--- src/rtl/rx.sv ---
// UART receiver: start, 8 data bits LSB first, parity, stop; even/odd parity chosen per frame.
// Define RX_MAJORITY_VOTE_EN to take every sample point as a 2-of-3 majority vote.
module rx #(
  parameter int unsigned CLK_FREQUENCY = 100000000,
  parameter int unsigned BAUD_RATE     = 19200
) (
  input  logic       clk,
  input  logic       rst_n,
  input  logic       rx_in,
  input  logic       odd,
  output logic [7:0] dout,
  output logic       data_strobe,
  output logic       parity_error,
  output logic       framing_error,
  output logic       busy
);

  localparam int unsigned BIT_CYCLES = CLK_FREQUENCY / BAUD_RATE;
  localparam int unsigned HALF_BIT   = BIT_CYCLES / 2;
`ifdef RX_MAJORITY_VOTE_EN
  localparam int unsigned VOTE_OFF   = BIT_CYCLES / 16;
  // Room for the late vote past the bit centre.
  localparam int unsigned CNT_W      = $clog2(BIT_CYCLES) + 1;
`else
  localparam int unsigned VOTE_OFF   = 0;
  localparam int unsigned CNT_W      = $clog2(BIT_CYCLES);
`endif

  localparam logic [CNT_W-1:0] HALF_TGT = CNT_W'(HALF_BIT - 1);
  localparam logic [CNT_W-1:0] BIT_TGT  = CNT_W'(BIT_CYCLES - 1);
  localparam logic [CNT_W-1:0] VOTE_C   = CNT_W'(VOTE_OFF);

  typedef enum logic [2:0] {
    StIdle,
    StStart,
    StData,
    StParity,
    StStop,
    StWaitHigh
  } state_e;

  state_e           state_q;
  logic [1:0]       sync_q;
  logic             rx_s;
  logic [CNT_W-1:0] cnt_q;
  logic [2:0]       bit_idx_q;
  logic [7:0]       shreg_q;
  logic             odd_q;
  logic             par_q;
  logic [CNT_W-1:0] target;
  logic             sample_now;
  logic             sample_val;
`ifdef RX_MAJORITY_VOTE_EN
  logic             v0_q;
  logic             v1_q;
`endif

  always_ff @(posedge clk or negedge rst_n) begin
    if (!rst_n) begin
      sync_q <= 2'b11;
    end else begin
      sync_q <= {sync_q[0], rx_in};
    end
  end

  assign rx_s = sync_q[1];
  assign busy = (state_q != StIdle);

  // Centre of the bit is at cnt == target; the timer restarts as if it had been cleared there.
  always_comb begin
    target = (state_q == StStart) ? HALF_TGT : BIT_TGT;
`ifdef RX_MAJORITY_VOTE_EN
    sample_now = (cnt_q == target + VOTE_C);
    sample_val = (v0_q & v1_q) | (v0_q & rx_s) | (v1_q & rx_s);
`else
    sample_now = (cnt_q == target);
    sample_val = rx_s;
`endif
  end

  always_ff @(posedge clk or negedge rst_n) begin
    if (!rst_n) begin
      state_q       <= StIdle;
      cnt_q         <= '0;
      bit_idx_q     <= '0;
      shreg_q       <= '0;
      odd_q         <= 1'b0;
      par_q         <= 1'b0;
      dout          <= '0;
      data_strobe   <= 1'b0;
      parity_error  <= 1'b0;
      framing_error <= 1'b0;
`ifdef RX_MAJORITY_VOTE_EN
      v0_q          <= 1'b1;
      v1_q          <= 1'b1;
`endif
    end else begin
      data_strobe <= 1'b0;
`ifdef RX_MAJORITY_VOTE_EN
      if (cnt_q == target - VOTE_C) v0_q <= rx_s;
      if (cnt_q == target)          v1_q <= rx_s;
`endif
      case (state_q)
        StIdle: begin
          cnt_q <= '0;
          if (!rx_s) state_q <= StStart;
        end
        StStart: begin
          if (sample_now) begin
            if (!sample_val) begin
              odd_q     <= odd;
              cnt_q     <= VOTE_C;
              bit_idx_q <= '0;
              state_q   <= StData;
            end else begin
              state_q <= StIdle;
            end
          end else begin
            cnt_q <= cnt_q + CNT_W'(1);
          end
        end
        StData: begin
          if (sample_now) begin
            shreg_q   <= {sample_val, shreg_q[7:1]};
            cnt_q     <= VOTE_C;
            bit_idx_q <= bit_idx_q + 3'd1;
            if (bit_idx_q == 3'd7) state_q <= StParity;
          end else begin
            cnt_q <= cnt_q + CNT_W'(1);
          end
        end
        StParity: begin
          if (sample_now) begin
            par_q   <= sample_val;
            cnt_q   <= VOTE_C;
            state_q <= StStop;
          end else begin
            cnt_q <= cnt_q + CNT_W'(1);
          end
        end
        StStop: begin
          if (sample_now) begin
            dout          <= shreg_q;
            parity_error  <= ((^shreg_q) ^ par_q) != odd_q;
            framing_error <= ~sample_val;
            data_strobe   <= 1'b1;
            cnt_q         <= '0;
            state_q       <= sample_val ? StIdle : StWaitHigh;
          end else begin
            cnt_q <= cnt_q + CNT_W'(1);
          end
        end
        StWaitHigh: begin
          // A held-low line (break) must return high before another start is accepted.
          if (rx_s) state_q <= StIdle;
        end
        default: state_q <= StIdle;
      endcase
    end
  end

endmodule
--- config.mk ---
export PLATFORM = sky130hd
export DESIGN_NAME = rx
export DESIGN_NICKNAME = d
export VERILOG_FILES = /design/src/rtl/rx.sv
export SDC_FILE = /design/constraint.sdc
export NUM_CORES = 1
export LEC_CHECK = 0
export ABC_AREA = 1
export CORE_UTILIZATION = 59
export DETAILED_ROUTE_END_ITERATION = 16
export PLACE_DENSITY_LB_ADDON = 0.12
export RECOVER_POWER = 50
export SETUP_SLACK_MARGIN = 0.5
export SYNTH_ARGS = -nofsm -noshare
export SYNTH_HDL_FRONTEND = slang
export SYNTH_SLANG_ARGS = --single-unit
--- constraint.sdc ---
create_clock -name clk -period 2 [get_ports clk]
set_input_delay 0.4 -clock clk [delete_from_list [all_inputs] [get_ports clk]]
set_output_delay 0.4 -clock clk [all_outputs]
set_load 0.005 [all_outputs]
==> results of run 1 <==
## registers in the layout, summed over array words and instances, names as in the netlist
register / flops
odd_q: 1
sync_q: 2
state_q: 3
cnt_q: 13
dout: 8
parity_error: 1
bit_idx_q: 3
par_q: 1
data_strobe: 1
shreg_q: 8
framing_error: 1
## timing repair
action                                  CTS  global route
pin swaps                                14            14
resized for setup                        55            43
hold buffers                              1             0
cloned                                    3             2
setup buffers                            30             9
endpoints found under the setup margin   51            41
endpoints found under the hold margin    11             0
## metrics by stage
step | cell area, um2 | hold slack, ps | instances | total power, mW | worst slack (ps)
6_report | 3400 | 365 | 451 | 1.46 | 138
5_1_grt | 3400 | 372 | 451 | 1.49 | 75.6
4_1_cts | 3180 | 370 | 440 | 1.47 | 261
3_5_place_dp | 2680 | 315 | 398 | 0.909 | 199
3_3_place_gp | 2680 | 315 | 398 | 0.908 | 261
2_1_floorplan | 2500 | 104 | 337 | 0.880 | 441
## cell usage in the layout (no fill, tap or decap), types with 5 or more instances in the layout
cell           count
nand2_2           16
nor2_2             7
nor2_4             6
clkbuf_8           5
nand4_1            5
dfrtp_1           36
xor2_1            11
buf_4             31
o21ai_0            5
nand2_4           12
o21ai_2           15
nand3_1           21
nand2_1           96
dlygate4sd2_1     11
inv_1             39
buf_6              9
nor2_1            19
## final timing paths
| kind | startpoint | endpoint | slack, ps | depth (start not counted) |
|---|---|---|---|---|
| max | state_q[1]$_DFFE_PN0P_ | bit_idx_q[2]$_DFFE_PN0P_ | 140 | 12 |
| max in group asynchronous | rst_n | sync_q[1]$_DFF_PN1_ | 350 | 3 |
| max reg2reg | state_q[1]$_DFFE_PN0P_ | bit_idx_q[2]$_DFFE_PN0P_ | 140 | 12 |
| min | sync_q[0]$_DFF_PN1_ | sync_q[1]$_DFF_PN1_ | 370 | 0 |
| min reg2reg | sync_q[0]$_DFF_PN1_ | sync_q[1]$_DFF_PN1_ | 370 | 0 |
| min in group asynchronous | rst_n | par_q$_DFFE_PN0P_ | 690 | 2 |
## cell type report
| cell class | instances | area share (%) |
|---|---|---|
| multi-input cells | 241 | 41.8 |
| clock buffers | 5 | 2.02 |
| repair inverters | 3 | 0.736 |
| flip-flops and latches | 42 | 31.1 |
| inverters | 46 | 5.81 |
| repair buffers | 61 | 16.2 |
| well taps | 50 | 1.84 |
| clock inverters | 3 | 0.552 |
## report_power, final
part           internal (mW)  switching (mW)  leakage (nW)
Combinational        0.00927          0.0266          1.16
Sequential             0.853         0.00473         0.557
Clock                  0.246           0.320        0.0483
Total                   1.11           0.351          1.77
## per-layer routing
metal	vias to the layer above	share of wire [%]
met1	1214	39
met2	182	48
met3	28	10
met5	-	0
met4	0	3.1
li1	1169	-
## worst max-delay path, delay by kind of cell, from the launching register on
kind / cells / cell delay (ps)
buffers and inverters: 4 / 550
DFF: 1 / 410
and+or+nand+nor: 8 / 830
## cell families after synthesis
logic type      Yosys count  share of synthesized area [%]
simple gates            196                           34.4
buf+inv                  55                           9.47
flops                    42                           42.4
compound gates           26                           6.95
xor+xnor                 15                           5.29
fa+ha+maj                 3                           1.51
==> metrics.txt, run 1 <==
Initial Utilization 61.7%; busiest grt layer met2; Vias 2593; Post-Syn Nets 344; Avg Inst Size Synth 7.37 um2; worst slew pin tran 824 ps; wire length per cell 17.6 um; Antenna Violating Nets Remaining 0; root buf cell clkbuf_8; # fillers 221; area of the multi-input gates 1420 um2; Worst Path Arrival 2100 ps; area of the mapped netlist 2480 um2; H-Tree Depth 2; Vias/cell 5.75; Synth Instances 337; Yosys cell types 32; die height 66.9 um; NumNets Final 407; port bufs 15; final wirelength 7940 um; Worst Skew 13.8 ps; power per cell area 429 nW/um2; Synth warnings 0; P&R area growth vs syn 36.9%; Final setup viols 0; Clk Latency, worst-skew pair 310 ps; Die W 66.9 um; Rows 23; register area share after synthesis 42.4%; core footprint 4030 um2; leak pwr 1.77 nW; crit end category flip-flop; Post-synth EDFFs 0; largest net degree at the start of global routing 18; number of global-route vias before repair 2289; DRC errors left 0; post-synth top area cell dfrtp_1; met2 GRT Util 54.9%; CTS Buf Count 5; GPL Wtd Cong 0.934; Hold Crit Class reg -> reg; first-pass GRT wire length 10900 um; Clk pin slew, worst setup/hold paths 80 ps; Peak Freq 537 MHz; most common cell in the netlist nand2_1; asr flop ratio synth 100%; final core occ 84.4%; synthesis-stage register bit count 42; top cells by count, synth nand2_1, dfrtp_1, inv_1; DP HPWL 3930 um; gr ovfl total 0; Slew HR 45.1%; Starting DRT DRC Count 281; grt met3 use 7.36%; worst-path cell with the longest stage delay dfrtp_1; startpoint type of the worst setup path flip-flop; Fin. Hold Viols 0; Global Route Usage Sum 33.6%; number of diodes 0; status finished, final reports clean; clk buf depth 2; Slew Limit Fails 0; Peak VDD IR 0.416 mV; die area 4470 um2; met1 GRT Util 43.2%; ranking of synthesized cells by area dfrtp_1, nand2_1, inv_1; Max FO, Critical Path 7; CTS sink cnt 42; RSZ-0062 raised after global routing true; Pre-Repair DR Iteration Count 5; Setup CP Type reg -> reg; Worst Path Required 2240 ps; top-area cell type share of the netlist area 40.3%; most used flip-flop cell after synthesis dfrtp_1; maxcap violations 0; CTS tree built; min cycle time layout 1860 ps; Reg area 1060 um2; Top Ports 16; worst-path cell chain buf_6 > inv_8 > nand2_4 > nor2_4 > nand3_2 > nand2_2 > nand3_4 > buf_6 > nor2_4 > clkbuf_16 > nand2_1 > nand2_1; Crit path largest cell delay 410 ps; fin crit share 93.1%; Fin Setup TNS 0 ps; share of cells above drive strength 1 32.7%; antenna violations before repair 0
Note: power is estimated with default switching activity, not from simulation.
==> run 2: changes to the inputs <==
clock period = 1.9 ns   (was 2 ns; I/O delays follow)
==> run 2 against run 1 <==
  * Non-clock buffer count down 4
  * Combinational power about the same
  * Critical path depth is 3 lower
  * Worst hold slack improved by 1.4 ps
  * Sequential power rose by 5.2%
  * Global-route usage down 0.79 points
  * Worst setup slack got worse by 15 ps
  * Wire length decreased by 14%
==> metrics.txt, run 2 (same netlist as run 1, synthesis figures left out) <==
Hold Crit Class reg -> reg; GPL Wtd Cong 0.953 (+2.0%); final wirelength 6820 um (-14%); Top reg by flops cnt_q; Die W 66.9 um (unchanged); wire length per cell 15.3 um (-13%); die height 66.9 um (unchanged); Setup CP Type reg -> reg; worst-path cell chain buf_6 > inv_8 > buf_4 > nor3_1 > inv_1 > or2_2 > nand3_1 > nand2_1 > nand2_1; # fillers 246 (+11%); startpoint type of the worst setup path flip-flop; die area 4470 um2 (unchanged); CTS Buf Count 5 (unchanged); status finished, final reports clean; Worst Skew 5.61 ps (-8.21 ps); Antenna Violating Nets Remaining 0 (unchanged); Worst Path Required 2130 ps (-110 ps); Pre-Repair DR Iteration Count 6 (+1); Top Ports 16 (unchanged); root buf cell clkbuf_8; Peak VDD IR 0.626 mV (+51%); CTS tree built; Largest register FFs 13 (unchanged); Peak Freq 563 MHz (+4.8%); most used cell, CP nand2_1; H-Tree Depth 2 (unchanged); number of global-route vias before repair 2278 (-0.48%); worst slew pin tran 839 ps (+15.1 ps); NumNets Final 401 (-1.5%); port bufs 15 (unchanged); DP HPWL 3800 um (-3.2%); Max FO, Critical Path 4 (-3); Reg area 1060 um2 (unchanged); commonest cells after routing, fill and taps aside nand2_1, inv_1, dfrtp_1; share of cells above drive strength 1 28.6% (-4.1 points); Vias/cell 5.50 (-4.4%); largest net degree at the start of global routing 20 (+2); Fin. Hold Viols 0 (unchanged); Vias 2446 (-5.7%); commonest non-fill, non-tap cell in the layout nand2_1; P&R area growth vs syn 32.8%; Starting DRT DRC Count 250 (-11%); Slew HR 44.1% (-1.0 points); Crit path largest cell delay 420 ps (about the same); antenna violations before repair 0 (unchanged); Rows 23 (unchanged); area of the multi-input gates 1370 um2 (-3.3%); number of diodes 0 (unchanged); maxcap violations 0 (unchanged); Fin Setup TNS 0 ps (unchanged); final core occ 81.9% (-2.5 points); cell total after placement 400 (+0.50%); Clk Latency, worst-skew pair 300 ps (about the same); min cycle time layout 1780 ps (-85.3 ps); Final setup viols 0 (unchanged); Pwr Total 1.56 mW (+7.1%); RSZ-0062 raised after global routing true; Slew Limit Fails 0 (unchanged); Worst Path Arrival 2010 ps (-90 ps); DRC errors left 0 (unchanged); Global Route Usage Sum 32.8% (-0.79 points); Post-Layout Cell Count 445 (-1.3%); power per cell area 474 nW/um2 (+10%); worst reg2reg setup slack 120 ps (about the same); worst-path cell with the longest stage delay dfrtp_1; Clk pin slew, worst setup/hold paths 90 ps (about the same); Top Registers cnt_q (13), dout (8), shreg_q (8); Post-DP Area 2710 um2 (+1.2%); crit end category flip-flop; design area 3300 um2 (-3.0%); CTS sink cnt 42 (unchanged); clk buf depth 2 (unchanged); fin crit share 93.5% (+0.41 points); Initial Utilization 61.7% (unchanged); leak pwr 1.74 nW (-1.8%); core footprint 4030 um2 (unchanged); gr ovfl total 0 (unchanged); first-pass GRT wire length 10700 um (-1.9%)
-- run 2: cell types whose count changed in the layout (fill, tap and decap cells not counted), moves of 6 or more --
cell,delta
nand3_1,-8
o21ai_2,-6
nand2_4,-6
nand2_2,-6
nand3_2,+8
nand2_1,+12
-- run 2: what timing repair did --
action                                  CTS  global route
setup buffers                            31             3
pin swaps                                16            10
endpoints found under the setup margin   52            41
gates cloned                              2             0
endpoints found under the hold margin    12             0
resized for setup                        56            18
hold buffers                              1             0
-- run 2: critical path, delay by kind of cell, from the launching register on --
family / cells / cell delay, ps
buffers and inverters: 4 / 450
flip-flops: 1 / 420
AND/OR/NAND/NOR: 5 / 850
-- run 2: final timing paths --
path                                         from  cells after the start                endpoint
setup / recovery           state_q[1]$_DFFE_PN0P_                      9  state_q[0]$_DFFE_PN0P_
hold / removal                sync_q[0]$_DFF_PN1_                      0     sync_q[1]$_DFF_PN1_
setup reg to reg           state_q[1]$_DFFE_PN0P_                      9  state_q[0]$_DFFE_PN0P_
hold reg to reg               sync_q[0]$_DFF_PN1_                      0     sync_q[1]$_DFF_PN1_
max in group asynchronous                   rst_n                      3    cnt_q[2]$_DFFE_PN0P_
min in group asynchronous                   rst_n                      2     dout[6]$_DFFE_PN0P_
-- run 2: layout make-up --
type / instances / share of cell area [%]
Clock buffer: 7 / 2.62
Clock inverter: 1 / 0.265
Inverter: 46 / 5.84
Multi-Input combinational cell: 241 / 41.6
Sequential cell: 42 / 32.1
Tap cell: 50 / 1.90
Timing Repair Buffer: 57 / 15.4
Timing Repair inverter: 1 / 0.265
-- run 2: report_power, final --
group	internal, mW	switching (mW)	total [mW]	leakage, nW
Combinational	0.00966	0.0262	0.0358	1.13
Clock	0.301	0.324	0.625	0.0489
Sequential	0.898	0.00475	0.903	0.557
-- run 2: metal layers --
layer  global-route usage (%)  wire length [um]
met5                        0                 0
met3                     6.16               457
met2                     53.8              3300
met1                     42.6              2850
met4                     12.0               210
-- run 2: stage by stage --
step           hold WS, ps  setup slack [ps]
2_1_floorplan         84.4               341
3_3_place_gp           292               137
3_5_place_dp           297              92.2
4_1_cts                365               239
5_1_grt                375              63.5
6_report               367               123
==> run 3: changes to the inputs <==
SKIP_CTS_REPAIR_TIMING = 1   (was unset)
==> run 3 against run 2 <==
  * Design area is 1.4% lower
  * Sequential cell count stayed put
  * Critical endpoint is now cnt_q[9]$_DFFE_PN0P_
  * Global-route usage is 5.8 points lower
  * Critical path depth is 2 higher
  * Final cell count is 2.5% lower
  * Power is 0.23% lower
  * Die area stayed put
  * Utilization is 1.1 points lower
  * Sequential power hardly changed
==> metrics.txt, run 3 (same netlist as run 1, synthesis figures left out) <==
share of cells above drive strength 1 28.4% (-0.22 points); Pre-Repair DR Iteration Count 6 (unchanged); design area 3250 um2 (-1.4%); Post-Place Worst Slack 92.2 ps (unchanged); crit end category flip-flop; Peak Freq 578 MHz (+2.7%); leak pwr 1.76 nW (+1.1%); final wirelength 6260 um (-8.1%); worst slew pin tran 800 ps (-39.2 ps); Global Route Usage Sum 27.0% (-5.8 points); Top Ports 16 (unchanged); Min Hold Slack 366 ps (-0.606 ps); wire length per cell 14.4 um (-5.8%); RSZ-0062 raised after global routing true; critical path startpoint state_q[2]$_DFFE_PN0P_; commonest cells after routing, fill and taps aside nand2_1, inv_1, dfrtp_1; Slew HR 46.7% (+2.6 points); NumNets Final 390 (-2.7%); Top Registers cnt_q (13), dout (8), shreg_q (8); gr ovfl total 0 (unchanged); maxcap violations 0 (unchanged); number of global-route vias before repair 1978 (-13%); Max FO, Critical Path 7 (+3); Fin. Hold Viols 0 (unchanged); Final WS setup 169 ps (+46.6 ps); cell total after placement 400 (unchanged); Starting DRT DRC Count 205 (-18%); startpoint type of the worst setup path flip-flop; Die W 66.9 um (unchanged); die height 66.9 um (unchanged); hold_sp sync_q[0]$_DFF_PN1_; Rows 23 (unchanged); Peak VDD IR 0.639 mV (+2.1%); Top reg by flops cnt_q; r2r startpoint state_q[2]$_DFFE_PN0P_; die area 4470 um2 (unchanged); number of diodes 0 (unchanged); Antenna Violating Nets Remaining 0 (unchanged); port bufs 15 (unchanged); Setup CP Type reg -> reg; Worst Skew 5.46 ps (-0.148 ps); CTS sink cnt 42 (unchanged); DRC errors left 0 (unchanged); Final setup viols 0 (unchanged); power per cell area 479 nW/um2 (+1.2%); first-pass GRT wire length 8940 um (-16%); CTS Buf Count 5 (unchanged); Pwr Total 1.56 mW (-0.23%); clk buf depth 2 (unchanged); Worst Path Arrival 1920 ps (-90 ps); root buf cell clkbuf_8; DP HPWL 3800 um (unchanged); Largest register FFs 13 (unchanged); antenna violations before repair 0 (unchanged); commonest non-fill, non-tap cell in the layout nand2_1; Vias/cell 5.40 (-1.8%); Initial Utilization 61.7% (unchanged); H-Tree Depth 2 (unchanged); Fin Setup TNS 0 ps (unchanged); Post-Layout Cell Count 434 (-2.5%); status finished, final reports clean; CTS tree built; # fillers 266 (+8.1%); largest net degree at the start of global routing 20 (unchanged); final core occ 80.7% (-1.1 points); Vias 2343 (-4.2%); core footprint 4030 um2 (unchanged); fin crit share 91.1% (-2.5 points); Slew Limit Fails 0 (unchanged); Worst Path Required 2090 ps (-40 ps); Clk Latency, worst-skew pair 300 ps (about the same); Post-DP Area 2710 um2 (unchanged); Hold Crit Class reg -> reg; GPL Wtd Cong 0.953 (unchanged); P&R area growth vs syn 30.9%; min cycle time layout 1730 ps (-46.6 ps); Clk pin slew, worst setup/hold paths 80 ps (about the same)
-- run 3: cell count changes in the layout (fill, tap and decap cells not counted), moves of 2 or more --
cell / change
dlygate4sd2_1: -11
buf_4: -9
dlymetal6s2s_1: +7
nand2_1: -5
clkdlybuf4s25_1: +4
nand2_2: +3
buf_6: -2
nand2_4: +2
nor2_2: -2
-- run 3: final timing paths --
path                                         endpoint  slack [ps]  depth (start not counted)
worst min register to register    sync_q[1]$_DFF_PN1_         370                          0
worst min-delay path              sync_q[1]$_DFF_PN1_         370                          0
worst max register to register   cnt_q[9]$_DFFE_PN0P_         170                         11
min in group asynchronous       data_strobe$_DFF_PN0_         670                          2
worst max-delay path             cnt_q[9]$_DFFE_PN0P_         170                         11
max in group asynchronous       cnt_q[11]$_DFFE_PN0P_         310                          3
-- run 3: power by group --
part	total, mW	internal [mW]	switching [mW]
Sequential	0.902	0.898	0.00433
Clock	0.623	0.301	0.322
Combinational	0.0344	0.00970	0.0247
Total	1.56	1.21	0.351
-- run 3: layout make-up --
class	count	area, um2	share of cell area [%]
timing repair buffer	45	430	13.2
clock inverter	1	8.76	0.269
timing repair inverter	2	20.0	0.615
multi-input combinational	241	1400	43.0
tap	50	62.6	1.92
inverter	46	185	5.69
sequential	42	1060	32.6
clock buffer	7	86.3	2.65
-- run 3: worst max-delay path, stage by stage, from the launching register on --
cell and delay, ps:
dfrtp_2 490, clkinv_4 80, nand3_4 120, buf_6 140, nand2_1 50, nand2_1 50
nor2_1 130, nand2_1 120, nor2_4 180, nand2_4 120, nand3_2 90, nand2_2 40
-- run 3: per-layer routing --
| layer | wire, um | vias up | track usage (%) |
|---|---|---|---|
| met1 | 2620 | 1079 | 38.2 |
| li1 | - | 1132 | - |
| met4 | 128 | 0 | 8.51 |
| met2 | 2980 | 117 | 41.0 |
| met5 | 0 | - | 0 |
| met3 | 538 | 15 | 5.31 |
